===== src/rtl/xy_decim_pair.sv =====
// Averaging decimator for paired X/Y samples: averages 2^LOG_N valid samples per channel
// and serializes each result as an X-then-Y pair on one bus for the downstream PI stage.
module xy_decim_pair #(
  parameter int LOG_N  = 4,
  parameter int DATA_W = 18
) (
  input  logic                     clk,
  input  logic                     rst,
  input  logic signed [DATA_W-1:0] in_x,
  input  logic signed [DATA_W-1:0] in_y,
  input  logic                     in_valid,
  input  logic                     clear,
  output logic signed [DATA_W-1:0] out_d,
  output logic                     out_strobe,
  output logic                     out_pair,
  output logic                     overrun
);

  localparam int AW = DATA_W + LOG_N;
  localparam int CW = (LOG_N > 0) ? LOG_N : 1;
  localparam logic [CW-1:0] CNT_LAST = CW'((1 << LOG_N) - 1);

  typedef enum logic [1:0] {IDLE, EMIT_X, EMIT_Y} phase_t;

  logic signed [AW-1:0]     acc_x_q, acc_x_d, acc_y_q, acc_y_d;
  logic signed [AW-1:0]     sum_x, sum_y;
  logic [CW-1:0]            cnt_q, cnt_d;
  logic signed [DATA_W-1:0] hold_x_q, hold_x_d, hold_y_q, hold_y_d;
  logic signed [DATA_W-1:0] out_d_q, out_d_d;
  logic                     strobe_q, strobe_d, pair_q, pair_d, ovr_q, ovr_d;
  phase_t                   ph_q, ph_d;

  // Arithmetic shift floors toward -infinity; the full-window sum always fits AW bits.
  function automatic logic signed [DATA_W-1:0] avg_trunc(input logic signed [AW-1:0] s);
    logic signed [AW-1:0] t;
    t = s >>> LOG_N;
    return t[DATA_W-1:0];
  endfunction

  assign sum_x = acc_x_q + AW'(in_x);
  assign sum_y = acc_y_q + AW'(in_y);

  always_comb begin
    acc_x_d  = acc_x_q;
    acc_y_d  = acc_y_q;
    cnt_d    = cnt_q;
    hold_x_d = hold_x_q;
    hold_y_d = hold_y_q;
    ovr_d    = ovr_q;
    case (ph_q)
      EMIT_X:  ph_d = EMIT_Y;
      default: ph_d = IDLE;
    endcase

    if (clear) begin
      acc_x_d = '0;
      acc_y_d = '0;
      cnt_d   = '0;
      ph_d    = IDLE;
      ovr_d   = 1'b0;
    end else if (in_valid) begin
      if (cnt_q == CNT_LAST) begin
        hold_x_d = avg_trunc(sum_x);
        hold_y_d = avg_trunc(sum_y);
        acc_x_d  = '0;
        acc_y_d  = '0;
        cnt_d    = '0;
        ph_d     = EMIT_X;
        if (ph_q == EMIT_X) ovr_d = 1'b1;
      end else begin
        acc_x_d = sum_x;
        acc_y_d = sum_y;
        cnt_d   = cnt_q + CW'(1);
      end
    end

    // Outputs are decoded from the next phase so they leave the block straight from flops.
    out_d_d  = '0;
    strobe_d = 1'b0;
    pair_d   = 1'b0;
    case (ph_d)
      EMIT_X: begin
        out_d_d  = hold_x_d;
        strobe_d = 1'b1;
        pair_d   = 1'b1;
      end
      EMIT_Y: begin
        out_d_d = hold_y_d;
        pair_d  = 1'b1;
      end
      default: ;
    endcase
  end

  always_ff @(posedge clk or posedge rst) begin
    if (rst) begin
      acc_x_q  <= '0;
      acc_y_q  <= '0;
      cnt_q    <= '0;
      hold_x_q <= '0;
      hold_y_q <= '0;
      ovr_q    <= 1'b0;
      ph_q     <= IDLE;
      out_d_q  <= '0;
      strobe_q <= 1'b0;
      pair_q   <= 1'b0;
    end else begin
      acc_x_q  <= acc_x_d;
      acc_y_q  <= acc_y_d;
      cnt_q    <= cnt_d;
      hold_x_q <= hold_x_d;
      hold_y_q <= hold_y_d;
      ovr_q    <= ovr_d;
      ph_q     <= ph_d;
      out_d_q  <= out_d_d;
      strobe_q <= strobe_d;
      pair_q   <= pair_d;
    end
  end

  assign out_d      = out_d_q;
  assign out_strobe = strobe_q;
  assign out_pair   = pair_q;
  assign overrun    = ovr_q;

endmodule

===== config.mk =====
export PLATFORM = sky130hd
export DESIGN_NAME = xy_decim_pair
export DESIGN_NICKNAME = d
export VERILOG_FILES = /design/src/rtl/xy_decim_pair.sv
export SDC_FILE = /design/constraint.sdc
export NUM_CORES = 1
export LEC_CHECK = 0
export CELL_PAD_IN_SITES_DETAIL_PLACEMENT = 0
export CELL_PAD_IN_SITES_GLOBAL_PLACEMENT = 1
export CORE_UTILIZATION = 34
export DETAILED_ROUTE_END_ITERATION = 10
export HOLD_SLACK_MARGIN = 0.02
export PLACE_DENSITY = 0.74
export SYNTH_ARGS = -nofsm -noshare
export SYNTH_HDL_FRONTEND = slang
export SYNTH_SLANG_ARGS = --single-unit

===== constraint.sdc =====
create_clock -name clk -period 4.8 [get_ports clk]
set_input_delay 0.48 -clock clk [delete_from_list [all_inputs] [get_ports clk]]
set_output_delay 0.48 -clock clk [all_outputs]
set_load 0.01 [all_outputs]

==> results of run 1 <==
## stage by stage
step	setup WS [ns]	utilization, %
after CTS	1.68	41.7
after detailed placement	1.33	40.0
final	1.61	41.7
after global routing	1.44	41.7
after global placement	1.33	40.0
after floorplan	1.50	-
## area by class of cell
type	count	area share, %
tap	225	3.85
timing repair buffer	65	8.73
multi-input combinational	471	45.8
clock inverter	5	0.856
clock buffer	10	3.13
inverter	19	1.01
sequential	107	36.6
## logic make-up after synthesis
| family | synth area share (%) |
|---|---|
| AOI/OAI and AO/OA | 23.6 |
| and+or+nand+nor | 12.8 |
| DFF | 43.2 |
| adders and majority gates | 9.73 |
| buffers and inverters | 2.87 |
| xor gates and xnor gates | 4.89 |
| muxes | 2.91 |
## placed cells by master (no fill, tap or decap), types with 18 or more instances in the layout
cell and count:
clkdlybuf4s50_1 60, o21ai_0 23, nor2_1 30, dfrtp_1 107
a21o_1 18, a21oi_1 32, ha_1 45, xnor2_1 22
nand2_1 81, a22o_1 33
## routing by layer
metal | global-route usage (%) | wire length, um
met1 | 23.8 | 7380
met5 | 0 | 0
met4 | 6.72 | 300
met3 | 3.07 | 586
met2 | 27.8 | 6970
## worst reg2reg max path, cell delays in order, from the launching register on
cell     delay, ns
dfrtp_1       0.39
ha_1          0.22
fa_1          0.42
nand3_1       0.12
a21oi_1       0.11
o41ai_1       0.63
a21oi_1       0.20
a21oi_1       0.22
xnor2_1       0.11
mux2_2        0.29
a32o_1        0.20
## power by group
group          leakage (nW)  total (mW)  switching [mW]  internal (mW)
registers              1.46       0.988          0.0344          0.954
clock network         0.140       0.756           0.349          0.406
logic                  1.83       0.677           0.387          0.290
## worst paths after layout
check | end | depth (start not counted) | start | slack [ns]
worst min register to register | hold_y_q[11] | 2 | hold_y_q[11] | 0.48
worst max-delay path | out_d[14] | 11 | in_y[0] | 1.61
min in group asynchronous | out_d[16] | 2 | rst | 0.73
worst max register to register | out_d[14] | 10 | acc_y_q[0] | 1.78
max in group asynchronous | hold_y_q[14] | 3 | rst | 3.11
worst min-delay path | hold_y_q[11] | 2 | hold_y_q[11] | 0.48
## state kept, by name, summed over array words and instances (netlist names)
register    count
overrun         1
hold_x_q       18
out_d          18
acc_y_q        22
hold_y_q       18
out_strobe      1
out_pair        1
cnt_q           4
ph_q            2
acc_x_q        22
==> out/metrics.csv, run 1 <==
metric,value,unit
startpoint types,primary input,
Worst Path Arrival,3.43,ns
RSZ-0062 raised after global routing,false,
worst skew pair latency,0.35,ns
Sequential Area,0.00268,mm^2
hold-fix buffers at CTS,0,
CTS tree,done,
Hold Fails Final Rpt,0,
# rows,48,
cell mode on critical path,a21oi_1,
DRT iter0 DRCs,217,
Vias/cell,5.45,
Worst Path Required,5.04,ns
Initial Util,35.3,%
cell area after layout,0.00731,mm^2
# resized after CTS,0,
"Reg clk slew, reported paths",0.07,ns
Buffers on Ports,60,
CP cell instances,"clkdlybuf4s50_1, ha_1, fa_1, nand3_1, a21oi_1, o41ai_1, a21oi_1, a21oi_1, xnor2_1, mux2_2, a32o_1",
Tot Pwr,2.42,mW
yosys warns,0,
final hold slack,0.478,ns
PwrDens,331,mW/mm^2
Die W,137,um
"non-filler cells, final",902,
Synth Area per Inst,9.95,um^2
initial antenna violation count,0,
post-synthesis cell count,623,
share of the synthesized area in the top cell type,43.2,%
Async SR Flop Fraction,100,%
dpl hpwl,10.8,mm
Final Skew,0.00956,ns
placed cells,887,
diode count,0,
top_reg_cell synth,dfrtp_1,
dominant cells by area after synthesis,"dfrtp_1 43%, ha_1 9.1%, nand2_1 4.9%",
Worst Hold Class,reg -> reg,
maximum clock rate,314,MHz
global placer's final weighted congestion,0.865,
clock buffer depth,2,
Setup CP Type,in -> reg,
Post-synth EDFFs,0,
final slew viol count,0,
post-route ant nets,0,
# fillers,1694,
core area,0.0175,mm^2
Syn Nets,710,
ratio of cells with drive above 1 in the final layout,6.65,%
outcome,finished clean,
vias in the first global route,5010,
"CP delay by family, top",compound AO/OA/AOI/OAI gates,
fin crit share,66.4,%
Max-slew headroom,18.5,%
first-pass GRT wire length,25.3,mm
Max stage delay on crit path,0.63,ns
Setup Buffers After CTS,0,
Synth Cell Area,0.00620,mm^2
"Buf+Inv Stages, Crit Path",1,
leak pwr,3.44,nW
max cap viols,0,
WL/cell,16.9,um
DR pass1 iterations,5,
final WL,15.2,mm
I/O pins,61,
post-route DRC violation count,0,
Setup Viol. Count Final,0,
Post-layout nets,760,
setup TNS,0,ns
Peak VDD IR,0.157,mV
synthesis-stage register bit count,107,
DIE AREA,0.0188,mm^2
min cycle time layout,3.19,ns
post-synthesis sequential area ratio,43.2,%
Synth-to-Final Area Change,18.0,%
Tot GR Track Use,17.5,%
post-synth cell types,67,
CTS Buf Count,9,
crit path capture type,flip-flop,
via count,4913,
Die Y,137,um
placed inst area,0.00702,mm^2
worst slew pin tran,1.22,ns
Yosys top cell by area,dfrtp_1,
area of the multi-input gates,0.00335,mm^2
CTS sink count,107,
GRT overflow,0,
crit path max fanout,3,
"count leader, synth",dfrtp_1,
synth cell count leaders,"107 x dfrtp_1, 81 x nand2_1, 45 x ha_1, 33 x a22o_1",
H-tree depth,3,
CTS root buffer,clkbuf_16,
Crit-path slowest cell,o41ai_1,
largest net degree at the start of global routing,85,
Note: power is estimated with default switching activity, not from simulation.
==> run 2: changes to the inputs <==
==> constraint.sdc (replaced) <==
create_clock -name clk -period 3.1 [get_ports clk]
set_input_delay 0.31 -clock clk [delete_from_list [all_inputs] [get_ports clk]]
set_output_delay 0.31 -clock clk [all_outputs]
set_load 0.01 [all_outputs]
==> out/metrics.csv, run 2 (synthesis gave the netlist of run 1 again) <==
metric,value,unit
H-tree depth,3,
Top Registers,"acc_x_q: 22 flops, acc_y_q: 22 flops",
largest net degree at the start of global routing,55,
"CP delay by family, top",compound AO/OA/AOI/OAI gates,
vias in the first global route,5190,
Setup WS pre-CTS,-0.150,ns
Buffers on Ports,60,
I/O pins,61,
Die W,137,um
CP cell instances,"ha_1, fa_1, nand3_1, a21oi_1, o41ai_1, buf_4, a21oi_1, a21oi_1, xnor2_1, mux2_2, a32o_1",
setup TNS,0,ns
Worst Path Arrival,3.11,ns
DIE AREA,0.0188,mm^2
Reg2Reg Capture Point,out_d[14],
clock buffer depth,2,
Max stage delay on crit path,0.42,ns
final WL,15.8,mm
leak pwr,3.65,nW
startpoint types,flip-flop,
RSZ-0062 raised after global routing,false,
Initial Util,35.3,%
fin crit share,92.2,%
Finished Core Util,43.7,%
hold-fix buffers at CTS,0,
Reg-to-Reg Start,acc_y_q[0],
CTS sink count,107,
Hold Fails Final Rpt,0,
# rows,48,
"most common cell after layout, fill and taps aside",dfrtp_1,
initial antenna violation count,0,
Vias/cell,5.44,
Worst Hold Class,in -> async,
DRT iter0 DRCs,316,
Worst Path Required,3.35,ns
Setup Viol. Count Final,0,
post-route DRC violation count,0,
worst slew pin tran,0.678,ns
Final Skew,0.00746,ns
max cap viols,0,
cell mode on critical path,a21oi_1,
outcome,finished clean,
min cycle time layout,2.86,ns
ratio of cells with drive above 1 in the final layout,12.4,%
maximum clock rate,350,MHz
CTS tree,done,
Crit-path slowest cell,fa_1,
post-route ant nets,0,
Synth-to-Final Area Change,23.7,%
Peak VDD IR,0.263,mV
final hold slack,0.394,ns
PwrDens,507,mW/mm^2
dpl hpwl,11.4,mm
Post-layout nets,802,
crit path capture type,flip-flop,
DR pass1 iterations,5,
global placer's final weighted congestion,0.879,
core area,0.0175,mm^2
crit path max fanout,3,
CTS Buf Count,9,
"non-filler cells, final",944,
Setup CP Type,reg -> reg,
WL/cell,16.7,um
"Buf+Inv Stages, Crit Path",1,
GRT overflow,0,
Max-slew headroom,54.7,%
placed cells,929,
"Reg clk slew, reported paths",0.08,ns
CTS root buffer,clkbuf_16,
via count,5132,
Tot GR Track Use,17.9,%
diode count,0,
R2R cell count,11,
first-pass GRT wire length,26.1,mm
"commonest non-fill, non-tap cells in the layout","107 x dfrtp_1, 81 x nand2_1, 60 x clkdlybuf4s50_1, 45 x ha_1, 45 x buf_4",
final slew viol count,0,
Die Y,137,um
r2r setup slk,0.24,ns
worst skew pair latency,0.36,ns
worst setup margin,0.242,ns
-- run 2: cell types whose count changed in the layout (fill, tap and decap cells not counted) --
| cell | delta |
|---|---|
| buf_4 | +40 |
| buf_12 | +2 |
| clkinvlp_4 | +2 |
| a211oi_1 | -1 |
| a211oi_2 | +1 |
| clkbuf_1 | -1 |
| clkinv_2 | -1 |
| inv_4 | -1 |
| inv_6 | +1 |
-- run 2: final cells by class --
cell class | count | area [um^2]
multi-input cells | 471 | 3350
flip-flops and latches | 107 | 2680
inverters | 19 | 75.1
repair buffers | 107 | 978
fillers | 1679 | 9870
well taps | 225 | 282
clock inverters | 6 | 73.8
clock buffers | 9 | 225
-- run 2: worst max path at each step --
| stage | startpoint | endpoint | slack, ns | depth (start not counted) |
|---|---|---|---|---|
| finish | acc_y_q[0] | out_d[14] | 0.24 | 11 |
| global route | acc_x_q[6] | out_d[13] | 0.04 | 10 |
| CTS | acc_y_q[1] | acc_y_q[21] | 0.18 | 10 |
| detailed placement | in_y[1] | acc_y_q[21] | -0.15 | 11 |
| global placement | in_y[1] | acc_y_q[21] | -0.11 | 11 |
| floorplan | acc_x_q[9] | out_d[14] | 0.37 | 10 |
-- run 2: where the power goes --
group	total [mW]	internal (mW)	switching, mW
clock network	1.19	0.633	0.558
registers	1.53	1.48	0.0561
logic	1.16	0.535	0.625
total	3.88	2.64	1.24
-- run 2: through the flow --
step / area [um^2] / power [mW]
global route: 7660 / 4.11
CTS: 7660 / 3.89
floorplan: 6200 / 2.33
finish: 7660 / 3.88
global placement: 7360 / 2.68
detailed placement: 7360 / 2.70
-- run 2: routing by layer --
layer / wire, um / global-route usage (%) / up-vias
li1: - / - / 2487
met1: 7460 / 24.0 / 2489
met2: 7320 / 29.1 / 133
met3: 697 / 3.33 / 23
met4: 290 / 5.37 / 0
met5: 0 / 0 / -
-- run 2: worst reg2reg max path: cells and delay by family (launching register included) --
kind	cells	cell delay, ns
AO/OA/AOI/OAI	5	0.94
XOR/XNOR	1	0.14
adder cells (fa/ha/maj)	2	0.66
buffers and inverters	1	0.19
flip-flops	1	0.39
multiplexers	1	0.30
AND/OR/NAND/NOR	1	0.12
-- run 2: repair_timing --
| item | 4_1_cts | 5_1_grt |
|---|---|---|
| gates resized for setup | 0 | 1 |
| setup endpoints to repair | 0 | 1 |
| setup buffers | 0 | 0 |
